### src/rtl/uart_cmd_ctrl_pkg.sv
// Opcode/reply byte values and FSM state encoding shared by the UART command controller.
// Latency: n/a (definitions only).
// Backpressure: n/a (definitions only).
package uart_cmd_ctrl_pkg;

    // Command opcodes received over the UART
    localparam logic [7:0] CMD_WR  = 8'h57;   // 'W' addr data
    localparam logic [7:0] CMD_RD  = 8'h52;   // 'R' addr

    // Reply bytes returned over the UART
    localparam logic [7:0] RSP_OK  = 8'h4B;   // 'K' write completed
    localparam logic [7:0] RSP_BAD = 8'h3F;   // '?' unknown opcode
    localparam logic [7:0] RSP_TMO = 8'hEE;   // read data never arrived

    typedef enum logic [2:0] {
        S_IDLE     = 3'd0,
        S_GET_ADDR = 3'd1,
        S_GET_DATA = 3'd2,
        S_BUS_WR   = 3'd3,
        S_BUS_RD   = 3'd4,
        S_WAIT_RD  = 3'd5,
        S_REPLY    = 3'd6
    } state_t;

endpackage

### src/rtl/cmd_timer.sv
// Loadable down-counter with a zero flag; used for the inter-byte and read-response timeouts.
// Latency: load takes effect on the next clock; zero_o is a decode of the registered count.
// Backpressure: none; counting simply stops at zero or while en_i is low.
//
// Ports:
//   clk        system clock
//   i_reset_n  synchronous reset, active low (count cleared, so zero_o=1)
//   load_i     load value_i this cycle (has priority over counting)
//   value_i    reload value
//   en_i       decrement by one per clock while non-zero
//   zero_o     count is zero
module cmd_timer #(
    parameter int WIDTH = 32
) (
    input  logic             clk,
    input  logic             i_reset_n,
    input  logic             load_i,
    input  logic [WIDTH-1:0] value_i,
    input  logic             en_i,
    output logic             zero_o
);

    logic [WIDTH-1:0] cnt_q;
    logic [WIDTH-1:0] cnt_d;

    always_comb begin
        cnt_d = cnt_q;
        if (load_i) begin
            cnt_d = value_i;
        end else if (en_i && (cnt_q != '0)) begin
            // Saturate at zero so the flag stays up until the next load.
            cnt_d = cnt_q - WIDTH'(1);
        end
    end

    always_ff @(posedge clk) begin
        if (!i_reset_n) begin
            cnt_q <= '0;
        end else begin
            cnt_q <= cnt_d;
        end
    end

    assign zero_o = (cnt_q == '0);

endmodule

### src/rtl/uart_cmd_ctrl.sv
// Parses 'W' addr data / 'R' addr frames from the UART, strobes the register bus, returns one reply byte.
// Latency: last frame byte -> bus strobe +1 clk; -> tx_valid +2 clk (write) / after bus_rvalid +1 clk (read).
// Backpressure: rx has none (bytes arriving while busy are dropped and flagged on o_overrun); tx holds until tx_ready.
//
// Ports:
//   clk, i_reset_n         clock, synchronous active-low reset
//   rx_valid, rx_data      one-cycle received-byte pulse
//   tx_valid, tx_data,     reply byte towards the transmitter (valid/ready)
//   tx_ready
//   bus_addr, bus_wdata,   register bus: address/write data held from strobe until IDLE,
//   bus_we, bus_re         one-cycle write/read strobes
//   bus_rdata, bus_rvalid  read return
//   o_overrun              one-cycle pulse: a byte was dropped because the controller was busy
//   o_abort                one-cycle pulse: a partial frame was discarded on inter-byte timeout
module uart_cmd_ctrl #(
    parameter int TIMER_BITS   = 32,
    parameter int BYTE_TIMEOUT = 17360,
    parameter int RD_TIMEOUT   = 255
) (
    input  logic       clk,
    input  logic       i_reset_n,
    input  logic       rx_valid,
    input  logic [7:0] rx_data,
    output logic       tx_valid,
    output logic [7:0] tx_data,
    input  logic       tx_ready,
    output logic [7:0] bus_addr,
    output logic [7:0] bus_wdata,
    output logic       bus_we,
    output logic       bus_re,
    input  logic [7:0] bus_rdata,
    input  logic       bus_rvalid,
    output logic       o_overrun,
    output logic       o_abort
);

    import uart_cmd_ctrl_pkg::*;

    localparam logic [TIMER_BITS-1:0] BYTE_TMO_VAL = TIMER_BITS'(BYTE_TIMEOUT);
    localparam logic [TIMER_BITS-1:0] RD_TMO_VAL   = TIMER_BITS'(RD_TIMEOUT);

    state_t     state_q, state_d;
    logic [7:0] addr_q,  addr_d;
    logic [7:0] wdata_q, wdata_d;
    logic [7:0] txd_q,   txd_d;
    logic       is_wr_q, is_wr_d;     // opcode of the frame being collected
    logic       overrun_q, overrun_d;
    logic       abort_q,   abort_d;

    logic       byte_load, byte_en, byte_zero;
    logic       rd_load,   rd_en,   rd_zero;

    // Inter-byte timeout: reloaded on each accepted byte, runs only while a frame is partial.
    cmd_timer #(
        .WIDTH (TIMER_BITS)
    ) u_byte_timer (
        .clk       (clk),
        .i_reset_n (i_reset_n),
        .load_i    (byte_load),
        .value_i   (BYTE_TMO_VAL),
        .en_i      (byte_en),
        .zero_o    (byte_zero)
    );

    // Read-response timeout: loaded with the read strobe, runs while waiting for bus_rvalid.
    cmd_timer #(
        .WIDTH (TIMER_BITS)
    ) u_rd_timer (
        .clk       (clk),
        .i_reset_n (i_reset_n),
        .load_i    (rd_load),
        .value_i   (RD_TMO_VAL),
        .en_i      (rd_en),
        .zero_o    (rd_zero)
    );

    always_comb begin
        state_d   = state_q;
        addr_d    = addr_q;
        wdata_d   = wdata_q;
        txd_d     = txd_q;
        is_wr_d   = is_wr_q;
        overrun_d = 1'b0;
        abort_d   = 1'b0;
        byte_load = 1'b0;
        byte_en   = 1'b0;
        rd_load   = 1'b0;
        rd_en     = 1'b0;

        case (state_q)
            S_IDLE: begin
                if (rx_valid) begin
                    if ((rx_data == CMD_WR) || (rx_data == CMD_RD)) begin
                        is_wr_d   = (rx_data == CMD_WR);
                        byte_load = 1'b1;
                        state_d   = S_GET_ADDR;
                    end else begin
                        txd_d   = RSP_BAD;
                        state_d = S_REPLY;
                    end
                end
            end

            S_GET_ADDR: begin
                byte_en = 1'b1;
                // A byte landing on the expiry cycle still counts: rx is checked first.
                if (rx_valid) begin
                    byte_load = 1'b1;
                    addr_d    = rx_data;
                    state_d   = is_wr_q ? S_GET_DATA : S_BUS_RD;
                end else if (byte_zero) begin
                    abort_d = 1'b1;
                    state_d = S_IDLE;
                end
            end

            S_GET_DATA: begin
                byte_en = 1'b1;
                if (rx_valid) begin
                    byte_load = 1'b1;
                    wdata_d   = rx_data;
                    state_d   = S_BUS_WR;
                end else if (byte_zero) begin
                    abort_d = 1'b1;
                    state_d = S_IDLE;
                end
            end

            S_BUS_WR: begin
                overrun_d = rx_valid;
                txd_d     = RSP_OK;
                state_d   = S_REPLY;
            end

            S_BUS_RD: begin
                overrun_d = rx_valid;
                rd_load   = 1'b1;
                state_d   = S_WAIT_RD;
            end

            S_WAIT_RD: begin
                overrun_d = rx_valid;
                rd_en     = 1'b1;
                // Data arriving on the expiry cycle wins over the timeout reply.
                if (bus_rvalid) begin
                    txd_d   = bus_rdata;
                    state_d = S_REPLY;
                end else if (rd_zero) begin
                    txd_d   = RSP_TMO;
                    state_d = S_REPLY;
                end
            end

            S_REPLY: begin
                overrun_d = rx_valid;
                if (tx_ready) begin
                    state_d = S_IDLE;
                end
            end

            default: begin
                state_d = S_IDLE;
            end
        endcase
    end

    always_ff @(posedge clk) begin
        if (!i_reset_n) begin
            state_q   <= S_IDLE;
            addr_q    <= 8'h00;
            wdata_q   <= 8'h00;
            txd_q     <= 8'h00;
            is_wr_q   <= 1'b0;
            overrun_q <= 1'b0;
            abort_q   <= 1'b0;
        end else begin
            state_q   <= state_d;
            addr_q    <= addr_d;
            wdata_q   <= wdata_d;
            txd_q     <= txd_d;
            is_wr_q   <= is_wr_d;
            overrun_q <= overrun_d;
            abort_q   <= abort_d;
        end
    end

    // Strobes are state decodes: each strobe state is occupied for exactly one cycle.
    assign bus_we    = (state_q == S_BUS_WR);
    assign bus_re    = (state_q == S_BUS_RD);
    assign tx_valid  = (state_q == S_REPLY);
    assign tx_data   = txd_q;
    assign bus_addr  = addr_q;
    assign bus_wdata = wdata_q;
    assign o_overrun = overrun_q;
    assign o_abort   = abort_q;

endmodule

### config.mk
export PLATFORM = sky130hd
export DESIGN_NAME = uart_cmd_ctrl
export DESIGN_NICKNAME = d
export VERILOG_FILES = /design/src/rtl/uart_cmd_ctrl_pkg.sv /design/src/rtl/cmd_timer.sv /design/src/rtl/uart_cmd_ctrl.sv
export SDC_FILE = /design/constraint.sdc
export NUM_CORES = 1
export LEC_CHECK = 0
export ABC_AREA = 1
export BUFFER_PORTS_ARGS = -buffer_cell sky130_fd_sc_hd__buf_2
export CAP_MARGIN = 10
export CORE_AREA = 3 3 100 102
export CTS_CLUSTER_DIAMETER = 60
export DETAILED_ROUTE_END_ITERATION = 8
export DIE_AREA = 0 0 103 105
export GPL_ROUTABILITY_DRIVEN = 0
export PLACE_DENSITY = 0.86
export SLEW_MARGIN = 40
export SYNTH_ARGS = -nofsm -noshare
export SYNTH_HDL_FRONTEND = slang
export SYNTH_SLANG_ARGS = --single-unit
### constraint.sdc
create_clock -name clk -period 4.7 [get_ports clk]
set_input_delay 0.705 -clock clk [delete_from_list [all_inputs] [get_ports clk]]
set_output_delay 0.705 -clock clk [all_outputs]
set_load 0.02 [all_outputs]
; ---- Word-level counts from Yosys, hierarchy flattened
; Cells that the tools add are included.
[totals]
in_bits = 21
word_cells = 76
reg_bits = 94
output_inout_bits = 29
[op_classes]
n_reduce_logical = 22
n_mux = 27
addsub = 2
eq_ne = 12
n_bitwise = 2
[op_table]
columns = cell, n
row1 = zero test 32 bit, 2
row2 = nonzero test 32 bit, 2
row3 = subtractor 32 x 1 -> 32 bit (second input constant), 2
row4 = 2-to-1 mux 8 bit, 6
row5 = 2-to-1 mux 15 bit, 2
row6 = 2-to-1 mux 3 bit, 9
row7 = case mux 8 bit (3 select lines), 1
row8 = case mux 3 bit (7 select lines), 1
row9 = == test 8 x 7 -> 1 bit (second input constant), 2
row10 = == test 3 bit (second input constant), 3
row11 = 2-to-1 mux 1 bit, 7
row12 = == test 3 x 2 -> 1 bit (second input constant), 2
row13 = AND reduction 2 bit, 3
row14 = AND reduction 3 bit, 2
row15 = OR reduction 2 bit, 3
row16 = inequality test 2 bit (second input constant), 2
row17 = AND reduction 4 bit, 1
row18 = nonzero test 2 bit, 2
row19 = OR reduction 4 bit, 1
row20 = == test 3 x 1 -> 1 bit (second input constant), 1
row21 = zero test 3 bit, 1
row22 = inequality test 3 bit (second input constant), 1
row23 = nonzero test 3 bit, 1
row24 = OR reduction 3 bit, 1
row25 = other kinds (5), 7

; ---- Depth between registers and ports, before layout
[logic_depth]
ltp_word = 6
ltp_mapped = 13
ltp_nobuf = 12

; ---- Cells and area by module
; From an unflattened synthesis, not the netlist that was laid out.
[unflattened]
cells_unflattened = 1041
area_unflattened_um2 = 6349.8
[modules_own_cells]
columns = mod, seq_area_each_um2, n_inst, area_per_inst_um2, cells_each
row1 = cmd_timer (u_byte_timer), 640.6, 1, 2431.1, 402
row2 = cmd_timer (u_rd_timer), 640.6, 1, 2406.1, 425
row3 = uart_cmd_ctrl, 600.6, 1, 1512.7, 214

; ---- Worst setup path before layout
; OpenSTA, ideal clock, no wires.
[synth_timing]
kind = input-to-reg
start = in rx_data[7]
end = reg u_byte_timer.cnt_q[11]
stages = 7
n_path_buf = 1
slack_ns = 2.975
t_required_ns = 4.574
setup_time_ns = 0.126
t_arrival_ns = 1.599
cell_sequence = nor3_1 > nand2_1 > nand2_1 > o21bai_1 > nand2_1 > buf_2 > a21oi_1
[synth_via]
elab_chain_len = 6
elab_cells_between_ends = 7
classes_between = eq/ne (2) / mux (3) / reduce/logical (2)
[synth_lines]
columns = item, line_no
row1 = from (decl), uart_cmd_ctrl.sv:23  ; input logic [7:0] rx_data,
row2 = == test 8 x 7 -> 1 bit, uart_cmd_ctrl.sv:93  ; if ((rx_data == CMD_WR) || (rx_data == CMD_RD)) begin
row3 = logical OR 1 bit *, uart_cmd_ctrl.sv:93
row4 = 2-to-1 mux 1 bit *, uart_cmd_ctrl.sv:93
row5 = 2-to-1 mux 1 bit *, uart_cmd_ctrl.sv:92  ; if (rx_valid) begin
row6 = case mux 1 bit (2 select lines) *, uart_cmd_ctrl.sv:90  ; case (state_q)
row7 = OR reduction 2 bit (no line) *, -
row8 = to (signal assigned), cmd_timer.sv:40  ; cnt_q <= cnt_d;
row9 = to (decl), cmd_timer.sv:23  ; logic [WIDTH-1:0] cnt_q;
; Mark *: on every way between the ends. The rest lies on a longest branch, timed or not.
; A chain may end at the register's enable or synchronous reset.

; ---- Final worst setup path
[layout_timing]
start = in rx_data[2]
end = reg u_byte_timer.cnt_q[25]
; The elaborated chain is that of the path after synthesis.

==> results.cfg <==
[routing]
drtPass1Iterations = 5
wl_mm = 12.6
routedWlPerCell_um = 12.8
viasPerCell = 5.35
drtAntennaViolNets = 0
drcViolationCount = 0
vias = 5264
drt-initial-drc-count = 322

[grt]
grt_pass1_wl_mm = 21.6
grt_pass1_vias = 4914
antenna_found_initial = 0
grt_max_degree = 31
grt.total_usage_pct = 23.9
grt_overflow_total = 0

[setup_path]
critical_path.max_stage_delay_ps = 590
crit_fanout = 16
cpMostUsedCell = nand2_1
worstPathCellList = buf_2 > inv_1 > nor3_1 > nand2_1 > nand2_1 > o21bai_1 > nand2_1 > buf_4 > a21oi_1
path_class = in2reg
worstSetupEndpointType = flip-flop
critPathSlowestCell = o21bai_1
cp-start-kind = input port
critical_path_buf_inv_count = 3
worstPathRequired_ps = 4990
arrival_ps = 2690
crit_family = compound AO/OA/AOI/OAI gates

[synth]
syn_area_per_cell_um2 = 6.60
postSynth.asyncResetShare_pct = 0
ys_seq_area_share_pct = 34.4
netlist_area_um2 = 5470
synth_cell_types = 42
syn_inst = 828
synth_nets = 853
synth_edf_count = 0
ys_seq_elements = 94
ys_warn_count = 0
ys.flop_type = dfxtp_1

[final_layout]
syn2layout_area_growth_pct = 8.08
fin_nets = 893
post-route-util_pct = 64.2
diodes = 0
layout_commonest_cell = nand2_1
layout_common_cells = 214 x nand2_1, 138 x nor2_1, 94 x dfxtp_1
drive_above_1_share_pct = 15.3

[floorplanning]
fp.dieW_um = 103
dieArea_um2 = 10800
initial_core_util_pct = 59.4
placementRows = 35
io_pins = 50
dieHeight_um = 105
coreArea_um2 = 9200

[cts]
cts-buffers-inserted = 9
cts_sinks = 94
holdBufCountCts = 0
h-tree-depth = 3
post_cts_buffers = 0
ctsRootBufferMaster = clkbuf_8
cts_resized = 0
clkTransAtPathRegs_ps = 110
cts_tree = built
clkLatencyLatePin_ps = 380
cts_max_path_buffers = 2

[timing]
fin_hold_ws_ps = 453
hold_violations = 0
setup_ws_ps = 2300
finalCritPeriodShare_pct = 51.0
setup_viol = 0
worst-slew-pin-transition_ps = 738
finalCriticalPeriod_ps = 2400
fmax_mhz = 418
slew_headroom_pct = 50.7
rsz0062_at_grt = no
fin_skew_ps = 22.3
setup_tns_ps = 0
final-max-slew-violation-count = 0

[run]
drv_cap = 0

[placed_design]
place_worst_setup_slack_ps = 1920
port_buffers = 49
dp_hpwl_mm = 9.18

[min_path]
hold_class = reg2reg

[run_status]
status = complete, no violations
-- synthesized netlist by cell type, types with 3 or more instances --
| cell | count | area [um^2] |
|---|---|---|
| inv_1 | 58 | 218 |
| ha_1 | 4 | 50.1 |
| a31oi_1 | 5 | 31.3 |
| nand2_4 | 3 | 33.8 |
| nand3_1 | 38 | 190 |
| nand2_1 | 214 | 803 |
| nand2_2 | 5 | 31.3 |
| nor2_2 | 9 | 56.3 |
| o21ai_1 | 3 | 15.0 |
| nor2_4 | 3 | 33.8 |
| buf_4 | 3 | 22.5 |
| nor3_1 | 12 | 60.1 |
| nand4_1 | 21 | 131 |
| o21ai_0 | 32 | 160 |
| dfxtp_1 | 94 | 1880 |
| xor2_1 | 32 | 280 |
| nor2_1 | 138 | 518 |
| a21oi_1 | 63 | 315 |
| inv_2 | 27 | 101 |
| buf_2 | 9 | 45.0 |
| a21oi_2 | 13 | 114 |
| clkbuf_1 | 5 | 18.8 |
| xnor2_1 | 14 | 123 |
-- registers in the layout (all words and copies together) (netlist names) --
signal,flops
bus_addr,8
o_abort,1
o_overrun,1
u_byte_timer.cnt_q,32
is_wr_q,1
u_rd_timer.cnt_q,32
bus_wdata,8
state_q,3
tx_data,8
-- tightest hold or removal path: stages (launching register included) --
cell	delay (ps)
dfxtp_1	320
inv_1	40
a21oi_1	50
-- stage by stage --
step	cells	cell area, um^2
after floorplan	828	5470
after global placement	968	5720
after detailed placement	968	5720
after CTS	984	5910
after global routing	984	5910
final	984	5910
-- final cells by class --
class | instances | area [um^2]
clock buffers | 9 | 124
clock inverters | 7 | 61.3
fillers | 849 | 3290
inverters | 87 | 330
multi-input cells | 625 | 3110
flip-flops and latches | 94 | 1880
well taps | 111 | 139
repair buffers | 51 | 260
-- final timing paths --
path	cells after the start	from	end	slack (ps)
worst min register to register	2	tx_data[5]	tx_data[5]	450
worst max-delay path	9	rx_data[2]	u_byte_timer.cnt_q[25]	2300
worst max register to register	6	state_q[0]	u_byte_timer.cnt_q[25]	2430
worst min-delay path	2	tx_data[5]	tx_data[5]	450
-- layer usage --
metal | wire length (um) | GRT usage (%) | part of all wire, % | vias to the layer above
met5 | 0 | 0 | 0 | -
met4 | 147 | 6.11 | 1.2 | 0
met3 | 671 | 4.27 | 5.3 | 15
li1 | - | - | - | 2719
met2 | 5960 | 39.0 | 47 | 164
met1 | 5780 | 32.2 | 46 | 2366
-- cells by family (layout without fill, tap and decap cells) --
group | count (synthesis) | count (layout) | synth area share [%]
xor gates and xnor gates | 46 | 46 | 7.37
AOI/OAI and AO/OA | 122 | 122 | 12.5
buffers and inverters | 109 | 154 | 8.65
adders and majority gates | 4 | 4 | 0.916
DFF | 94 | 94 | 34.4
and+or+nand+nor | 453 | 453 | 36.1
Power is not shown: default switching activity piles up to over one toggle a cycle in this logic, so the estimate is an artifact.
